$ cat src/rtl/pipe_pkg.sv
// Shared definitions for the pipeline stage registers: state encoding and the
// per-stage payload widths (control/enable bits always occupy the low bits).
package pipe_pkg;

  typedef enum logic [1:0] {
    ST_EMPTY = 2'd0,
    ST_FULL  = 2'd1,
    ST_SKID  = 2'd2
  } pipe_state_e;

  typedef enum logic [1:0] {
    STG_IFID  = 2'd0,
    STG_IDEX  = 2'd1,
    STG_EXMEM = 2'd2,
    STG_MEMWB = 2'd3
  } pipe_stage_e;

  // IF/ID: pc4(32) + inst(32), no enables
  localparam int IFID_W        = 64;
  localparam int IFID_CTRL_W   = 0;
  // ID/EX: wreg, m2reg, wmem + aluc(4), aluimm, shift, jal + 4x32 operands + rn(5)
  localparam int IDEX_W        = 3 + 7 + 128 + 5;
  localparam int IDEX_CTRL_W   = 3;
  // EX/MEM: wreg, m2reg, wmem + alu(32) + b(32) + rn(5)
  localparam int EXMEM_W       = 3 + 32 + 32 + 5;
  localparam int EXMEM_CTRL_W  = 3;
  // MEM/WB: wreg, m2reg + mo(32) + alu(32) + rn(5)
  localparam int MEMWB_W       = 71;
  localparam int MEMWB_CTRL_W  = 2;

  typedef struct packed {
    logic [4:0]  rn;
    logic [31:0] alu;
    logic [31:0] mo;
    logic        m2reg;
    logic        wreg;
  } memwb_t;

  function automatic int stage_data_w(input pipe_stage_e stage);
    case (stage)
      STG_IFID:  return IFID_W;
      STG_IDEX:  return IDEX_W;
      STG_EXMEM: return EXMEM_W;
      default:   return MEMWB_W;
    endcase
  endfunction

  function automatic int stage_ctrl_w(input pipe_stage_e stage);
    case (stage)
      STG_IFID:  return IFID_CTRL_W;
      STG_IDEX:  return IDEX_CTRL_W;
      STG_EXMEM: return EXMEM_CTRL_W;
      default:   return MEMWB_CTRL_W;
    endcase
  endfunction

endpackage

$ cat src/rtl/pipe_stage_reg_if.sv
// Valid/ready/payload link between two pipeline stages. The producer side
// uses the master modport, the consumer side the slave modport.
interface pipe_stage_reg_if #(
  parameter int DATA_W = 71
);

  logic              valid;
  logic              ready;
  logic [DATA_W-1:0] data;

  modport master (output valid, output data, input ready);
  modport slave  (input valid, input data, output ready);

endinterface

$ cat src/rtl/pipe_stall_counter.sv
// Saturating event counter used to measure downstream back-pressure cycles.
module pipe_stall_counter #(
  parameter int CNT_W = 16
) (
  input  logic             clock,
  input  logic             reset,
  input  logic             inc,
  input  logic             clear,
  output logic [CNT_W-1:0] count
);

  // Sticks at all-ones so a long stall never wraps back to a small value
  always_ff @(posedge clock or posedge reset) begin
    if (reset) begin
      count <= '0;
    end else if (clear) begin
      count <= '0;
    end else if (inc && (count != '1)) begin
      count <= count + 1'b1;
    end
  end

endmodule

$ cat src/rtl/pipe_stage_reg.sv
// Pipeline stage register with valid/ready handshake, flush, bubble masking of
// the low enable bits and a stall counter. Define PIPE_SKID_EN for a skid entry.
module pipe_stage_reg
  import pipe_pkg::*;
#(
  parameter int DATA_W = MEMWB_W,
  parameter int CTRL_W = MEMWB_CTRL_W,
  parameter int CNT_W  = 16
) (
  input  logic             clock,
  input  logic             reset,
  input  logic             flush,
  pipe_stage_reg_if.slave  up,
  pipe_stage_reg_if.master dn,
  output logic [CNT_W-1:0] stall_cnt
);

  // Ones in the enable-bit positions; one bit wider so CTRL_W == DATA_W works
  localparam logic [DATA_W:0] CTRL_MASK_X =
    ({{DATA_W{1'b0}}, 1'b1} << CTRL_W) - {{DATA_W{1'b0}}, 1'b1};
  localparam logic [DATA_W-1:0] CTRL_MASK = CTRL_MASK_X[DATA_W-1:0];

  pipe_state_e       r_state;
  pipe_state_e       w_nextState;
  logic [DATA_W-1:0] r_data;
  logic [DATA_W-1:0] w_outData;
  logic              w_inReady;
  logic              w_outValid;
  logic              w_accept;
  logic              w_emit;
  logic              w_loadMain;
  logic              w_stallInc;
`ifdef PIPE_SKID_EN
  logic [DATA_W-1:0] r_skidData;
  logic              w_loadSkid;
  logic              w_skidToMain;
`endif

  assign w_outValid = (r_state != ST_EMPTY);
`ifdef PIPE_SKID_EN
  assign w_inReady  = (r_state != ST_SKID);
`else
  assign w_inReady  = !w_outValid || dn.ready;
`endif
  assign w_accept   = up.valid && w_inReady;
  assign w_emit     = w_outValid && dn.ready;
  assign w_stallInc = w_outValid && !dn.ready && !flush;

  always_comb begin
    w_nextState = r_state;
    w_loadMain  = 1'b0;
`ifdef PIPE_SKID_EN
    w_loadSkid   = 1'b0;
    w_skidToMain = 1'b0;
`endif
    if (flush) begin
      w_nextState = ST_EMPTY;
    end else begin
      case (r_state)
        ST_EMPTY: begin
          if (w_accept) begin
            w_nextState = ST_FULL;
            w_loadMain  = 1'b1;
          end
        end
        ST_FULL: begin
          if (w_emit && w_accept) begin
            w_loadMain = 1'b1;
          end else if (w_emit) begin
            w_nextState = ST_EMPTY;
`ifdef PIPE_SKID_EN
          end else if (w_accept) begin
            w_nextState = ST_SKID;
            w_loadSkid  = 1'b1;
`endif
          end
        end
`ifdef PIPE_SKID_EN
        // Skid entry is always the younger beat, so it refills main in order
        ST_SKID: begin
          if (w_emit) begin
            w_nextState  = ST_FULL;
            w_skidToMain = 1'b1;
          end
        end
`endif
        default: begin
          w_nextState = ST_EMPTY;
        end
      endcase
    end
  end

  always_ff @(posedge clock or posedge reset) begin
    if (reset) begin
      r_state <= ST_EMPTY;
      r_data  <= '0;
`ifdef PIPE_SKID_EN
      r_skidData <= '0;
`endif
    end else begin
      r_state <= w_nextState;
      if (w_loadMain) begin
        r_data <= up.data;
`ifdef PIPE_SKID_EN
      end else if (w_skidToMain) begin
        r_data <= r_skidData;
`endif
      end
`ifdef PIPE_SKID_EN
      if (w_loadSkid) begin
        r_skidData <= up.data;
      end
`endif
    end
  end

  // A bubble must never present an asserted write/select enable downstream
  assign w_outData = w_outValid ? r_data : (r_data & ~CTRL_MASK);

  assign up.ready = w_inReady;
  assign dn.valid = w_outValid;
  assign dn.data  = w_outData;

  pipe_stall_counter #(
    .CNT_W (CNT_W)
  ) u_stallCounter (
    .clock (clock),
    .reset (reset),
    .inc   (w_stallInc),
    .clear (1'b0),
    .count (stall_cnt)
  );

endmodule
$ cat src/flat_wrapper.sv
// flat-port wrapper written by rule: the top's interface ports become plain ports
module pipe_stage_reg_flat import pipe_pkg::*;
#(
  parameter int DATA_W = MEMWB_W,
  parameter int CTRL_W = MEMWB_CTRL_W,
  parameter int CNT_W  = 16
)
  (clock, reset, flush, stall_cnt, up_valid, up_data, up_ready, dn_valid, dn_data, dn_ready);
  pipe_stage_reg_if #(.DATA_W(DATA_W)) up_i ();
  pipe_stage_reg_if #(.DATA_W(DATA_W)) dn_i ();
  input  logic clock;
  input  logic reset;
  input  logic flush;
  output logic [CNT_W-1:0] stall_cnt;
  input wire logic [$bits(up_i.valid)-1:0] up_valid;
  input wire logic [$bits(up_i.data)-1:0] up_data;
  output wire logic [$bits(up_i.ready)-1:0] up_ready;
  output wire logic [$bits(dn_i.valid)-1:0] dn_valid;
  output wire logic [$bits(dn_i.data)-1:0] dn_data;
  input wire logic [$bits(dn_i.ready)-1:0] dn_ready;
  assign up_i.valid = up_valid;
  assign up_i.data = up_data;
  assign up_ready = up_i.ready;
  assign dn_valid = dn_i.valid;
  assign dn_data = dn_i.data;
  assign dn_i.ready = dn_ready;
  pipe_stage_reg #(.DATA_W(DATA_W), .CTRL_W(CTRL_W), .CNT_W(CNT_W)) u_core (.clock(clock), .reset(reset), .flush(flush), .up(up_i), .dn(dn_i), .stall_cnt(stall_cnt));
endmodule
$ cat config.mk
export PLATFORM = sky130hd
export DESIGN_NAME = pipe_stage_reg_flat
export DESIGN_NICKNAME = d
export VERILOG_FILES = /design/src/rtl/pipe_pkg.sv /design/src/rtl/pipe_stage_reg_if.sv /design/src/rtl/pipe_stall_counter.sv /design/src/rtl/pipe_stage_reg.sv /design/src/flat_wrapper.sv
export SDC_FILE = /design/constraint.sdc
export NUM_CORES = 1
export LEC_CHECK = 0
export CORE_MARGIN = 10
export CORE_UTILIZATION = 30
export CTS_BUF_LIST = sky130_fd_sc_hd__clkbuf_8
export CTS_CLUSTER_SIZE = 16
export DETAILED_ROUTE_END_ITERATION = 8
export GPL_TIMING_DRIVEN = 0
export SLEW_MARGIN = 20
export SYNTH_ARGS = -nofsm -noshare
export SYNTH_HDL_FRONTEND = slang
export SYNTH_SLANG_ARGS = --single-unit
$ cat constraint.sdc
create_clock -name clock -period 3.1 [get_ports clock]
set_input_delay 0.62 -clock clock [delete_from_list [all_inputs] [get_ports clock]]
set_output_delay 0.62 -clock clock [all_outputs]
set_load 0.005 [all_outputs]
**Word level (Yosys, flattened, before mapping)**

Index checks and enable logic that the tools add are counted.

- Flip-flop bits (word level): 89
- Latch bits: 0
- Memory bits (writable): 0
- Bits in read-only memories: 0
- Input bits: 76
- Output and inout bits: 89
- Logic and storage cells: 32
- Memories: 0

- Add/subtract/negate cells: 1
- Multipliers: 0
- Div/mod/pow operators: 0
- Magnitude comparators: 0
- Eq/ne operators: 5
- Shift operators: 0
- Multiplexer cells: 10
- Bitwise logic cells: 0
- Reductions and logical operators: 13

Operators by type and width:

| cell | count |
|---|---|
| adder 16 x 1 -> 16 bit, second input constant | 1 |
| inequality test 16 bit, second input constant | 1 |
| two-way mux 2 bit | 5 |
| logical AND 1 bit | 6 |
| inequality test 3 x 2 -> 1 bit, second input constant | 2 |
| case mux 2 bit (2 select lines) | 1 |
| zero test 1 bit | 3 |
| two-way mux 1 bit | 3 |
| inequality test 3 bit, second input constant | 1 |
| AND reduction 3 bit | 1 |
| == test 2 x 1 -> 1 bit, second input constant | 1 |
| zero test 2 bit | 1 |
| case mux 1 bit (2 select lines) | 1 |
| nonzero test 2 bit | 1 |
| logical OR 1 bit | 1 |

**Longest topological paths before layout**

- Word-level depth: 8
- Mapped depth: 5
- Gate-level depth less buffers: 5

**Hierarchy**

From an unflattened synthesis, not the netlist that was laid out.

- Cell total of the unflattened synthesis: 331
- Area, all modules: 4,529.3 um^2

By module, submodules not included:

| module | times used | cells each | area an instance (um^2) | sequential area each (um^2) |
|---|---|---|---|---|
| pipe_stage_reg | 1 | 230 | 3,597.2 | 1,801.7 |
| pipe_stall_counter | 1 | 101 | 932.1 | 400.4 |

**Worst setup path before layout**

Ideal clock, no wire load.

- Path kind: input to register
- Start point: in dn_ready
- End point: reg u_core.u_stallCounter.count[9]
- Setup time: 0.079 ns
- Arrival time: 1.698 ns
- Data required time: 3.021 ns
- Slack: 1.323 ns
- Cell stages on the path: 4
- Buffers on the path: 0
- Path through: or3b_4 or2_4 nor4_2 xor2_1

- Cells in the longest elaborated chain, start to end: 4

RTL lines:

| what | line | RTL |
|---|---|---|
| start, declared | flat_wrapper.sv:20 | `input wire logic [$bits(dn_i.ready)-1:0] dn_ready;` |
| zero test 1 bit | pipe_stage_reg.sv:47 | `assign w_stallInc = w_outValid && !dn.ready && !flush;` |
| logical AND 1 bit (2 in series) | pipe_stage_reg.sv:47 |  |
| logical AND 1 bit | pipe_stall_counter.sv:18 | `end else if (inc && (count != '1)) begin` |
| end signal, assigned | pipe_stall_counter.sv:19 | `count <= count + 1'b1;` |
| end, declared | pipe_stall_counter.sv:9 | `output logic [CNT_W-1:0] count` |

No other way between the ends.
A chain may end at the register's enable or synchronous reset.

**Worst setup path after layout**

- Start point: in dn_ready
- End point: out up_ready

- Cells in the longest elaborated chain, start to end: 1

RTL lines:

| what | line | RTL |
|---|---|---|
| logical OR 1 bit | pipe_stage_reg.sv:43 | `assign w_inReady = !w_outValid \|\| dn.ready;` |
| end, declared | flat_wrapper.sv:17 | `output wire logic [$bits(up_i.ready)-1:0] up_ready;` |

No other way between the ends.

==> results.sh <==
export IMPL_route_vias_total=2737
export IMPL_cts_tree="built"
export IMPL_outcome="completed"
export IMPL_dieWidth_um=136
export IMPL_routed_top_layer="met4"
export IMPL_wl_met1_um=4180
export IMPL_globalRouteTotalUtil_pct=11.0
export IMPL_place_congestion=0.745
export IMPL_syn_num_nets=377
export IMPL_holdWs_ps=504
export IMPL_first_pass_iters=4
export IMPL_ys_ff_latch=88
export IMPL_cts_resized=0
export IMPL_dpl_hpwl_um=7840
export IMPL_p_total_w=0.00312
export IMPL_port_buffers=164
export IMPL_reg2reg_from="u_core.r_state[0]"
export IMPL_die_area_sq_um=18400
export IMPL_syn_inst=300
export IMPL_postCtsHoldBufs=0
export IMPL_numClockSinks=88
export IMPL_r2r_slack_ps=1030
export IMPL_critical_path_startpoint_type="input pin"
export IMPL_cts_path_max_buffers=2
export IMPL_crit_path_end_kind="primary output"
export IMPL_grt_pass1_wl_um=15700
export IMPL_clkLatencyLatePin_ps=360
export IMPL_synth_area_sq_um=4020
export IMPL_critPathRequiredTime_ps=2480
export IMPL_drc=0
export IMPL_final_fill_count=1239
export IMPL_synth_edf_count=0
export IMPL_hold_depth=1
export IMPL_setup_viol=0
export IMPL_ys_flop_type="dfrtp_1"
export IMPL_min_from="u_core.u_stallCounter.count[15]"
export IMPL_die_h_um=136
export IMPL_drt_initial_drc_count=93
export IMPL_finClkSkew_ps=4.89
export IMPL_yosysTopAreaCell="dfrtp_1"
export IMPL_diodes=0
export IMPL_drt_total_wl_um=10000
export IMPL_leakage_nw=2.64
export IMPL_row_count=42
export IMPL_ys_types=29
export IMPL_post_cts_buffers=0
export IMPL_ys_seq_area_share_pct=54.8
export IMPL_hold_violations=0
export IMPL_cp_arrival_ps=1780
export IMPL_irDropWorstVdd_mv=0.206
export IMPL_setup_ws_ps=704
export IMPL_seq_area_sq_um=2200
export IMPL_drv_slew=0
export IMPL_clock_fmax_mhz=417
export IMPL_initial_core_util_pct=30.5
export IMPL_clk_pin_slew_ps=80
export IMPL_maxCapViolCount=0
export IMPL_powerDensity_nw_per_um2=514
export IMPL_htree_num_levels=3
export IMPL_grt_pass1_vias=2878
export IMPL_fin_crit_sh_pct=77.3
export IMPL_vias_per_cell=4.19
export IMPL_yosysWarningCount=0
export IMPL_syn_avg_cell_area_sq_um=13.4
export IMPL_hold_path_class="reg -> reg"
export IMPL_wl_met2_um=4600
export IMPL_drive_above_1_share_pct=35.4
export IMPL_synth_most_common_cell="dfrtp_1"
export IMPL_tightest_slew_ps=520
export IMPL_synth_top_area_share_pct=54.8
export IMPL_syn_to_final_growth_pct=51.1
export IMPL_ant_nets=0
export IMPL_antenna_found_initial=0
export IMPL_worstSetupPathType="in -> out"
export IMPL_wire_per_inst_um=15.3
export IMPL_grt_overflow=0
export IMPL_synth_area_top_cells="dfrtp_1, mux2_2, buf_4"
export IMPL_maxSlewHeadroom_pct=65.3
export IMPL_rsz0062_at_grt="no"
export IMPL_async_flop_share_pct=100
export IMPL_ios=165
export IMPL_fin_tns_setup_ps=0
export IMPL_timing_rr_end="u_core.r_data[68]"
export IMPL_reg2reg_depth=5
export IMPL_synth_common_cells="dfrtp_1, mux2_2, buf_4, xor2_1"
export IMPL_grt_max_degree=54
export IMPL_numCtsBuffers=9
export IMPL_nets=553
export IMPL_cp_max_fo=3
export IMPL_whs_endpoint="u_core.u_stallCounter.count[15]"
export IMPL_core_area_sq_um=13200
export IMPL_final_min_clock_period_ps=2400
export IMPL_pre_cts_ws_ps=321
export IMPL_wl_met3_um=1080
export IMPL_cts_root_buffer="clkbuf_8"
export IMPL_multiInputGateArea_sq_um=1250
## sequential cells by signal (all words and copies together), names as in the netlist
register / count
u_core.u_stallCounter.count: 16
u_core.r_state: 1
u_core.r_data: 71
## worst max-delay path, cell delays in order
cell and delay, ps:
clkdlybuf4s50_1 450, nor2b_1 200, inv_1 60, clkdlybuf4s50_1 450
## final cells by class
| type | count | share of cell area, % |
|---|---|---|
| plain buffers | 77 | 9.17 |
| multi-input cells | 133 | 20.6 |
| flip-flops and latches | 88 | 36.3 |
| clock inverters | 2 | 0.144 |
| clock buffers | 11 | 2.49 |
| well taps | 176 | 3.63 |
| repair buffers | 165 | 27.5 |
| inverters | 2 | 0.206 |
## per-stage QoR
step                instance area, sq um  cells  util (%)
detailed placement                  5910    641      44.8
global route                        6070    654      46.0
floorplan                           4020    300         -
finish                              6070    654      46.0
CTS                                 6070    654      46.0
global placement                    5880    640      44.6
## power breakdown
part	switching, W	internal [W]	total (W)
Clock	0.000379	0.000318	0.000697
Sequential	0.000111	0.00133	0.00144
Combinational	0.000266	0.000719	0.000985
## worst max path at each step
stage	start	to	slack (ps)	depth (start not counted)
after floorplan	reset	u_core.r_data[0]	200	1
after global placement	reset	u_core.r_data[54]	-1360	2
after detailed placement	dn_ready	u_core.r_data[68]	320	6
after CTS	dn_ready	up_ready	700	4
after global routing	dn_ready	u_core.r_data[70]	610	6
final	dn_ready	up_ready	700	4
## cell families (layout without fill, tap and decap cells)
group | after synthesis | count (layout) | synth area share (%)
buffers and inverters | 79 | 257 | 14.0
AO/OA/AOI/OAI | 2 | 2 | 0.405
multiplexers | 72 | 72 | 20.2
flip-flops | 88 | 88 | 54.8
adder cells (fa/ha/maj) | 1 | 1 | 0.311
XOR/XNOR | 14 | 14 | 3.05
AND/OR/NAND/NOR | 44 | 44 | 7.19
## cells in the final DEF, fill, tap and decap left out, types with 2 or more instances in the layout
cell             instances
clkbuf_8                11
and2_1                   2
clkdlybuf4s50_1        164
nand4_1                  5
xor2_1                   9
nand3_1                  4
nor2_1                   6
mux2_2                  71
nand4_2                  2
buf_4                   69
dfrtp_1                 88
nand2_1                  7
buf_2                    7
nor3b_1                  2
inv_1                    2
nor4_2                   2
and3_1                   2
nor3_1                   5
xnor2_1                  5
## per-layer routing
layer	vias up	global-route usage (%)
li1	1309	-
met1	1310	13.1
met2	106	16.8
met3	12	4.67
met4	0	4.84
met5	-	0
Power figures use the tool's default switching activity.
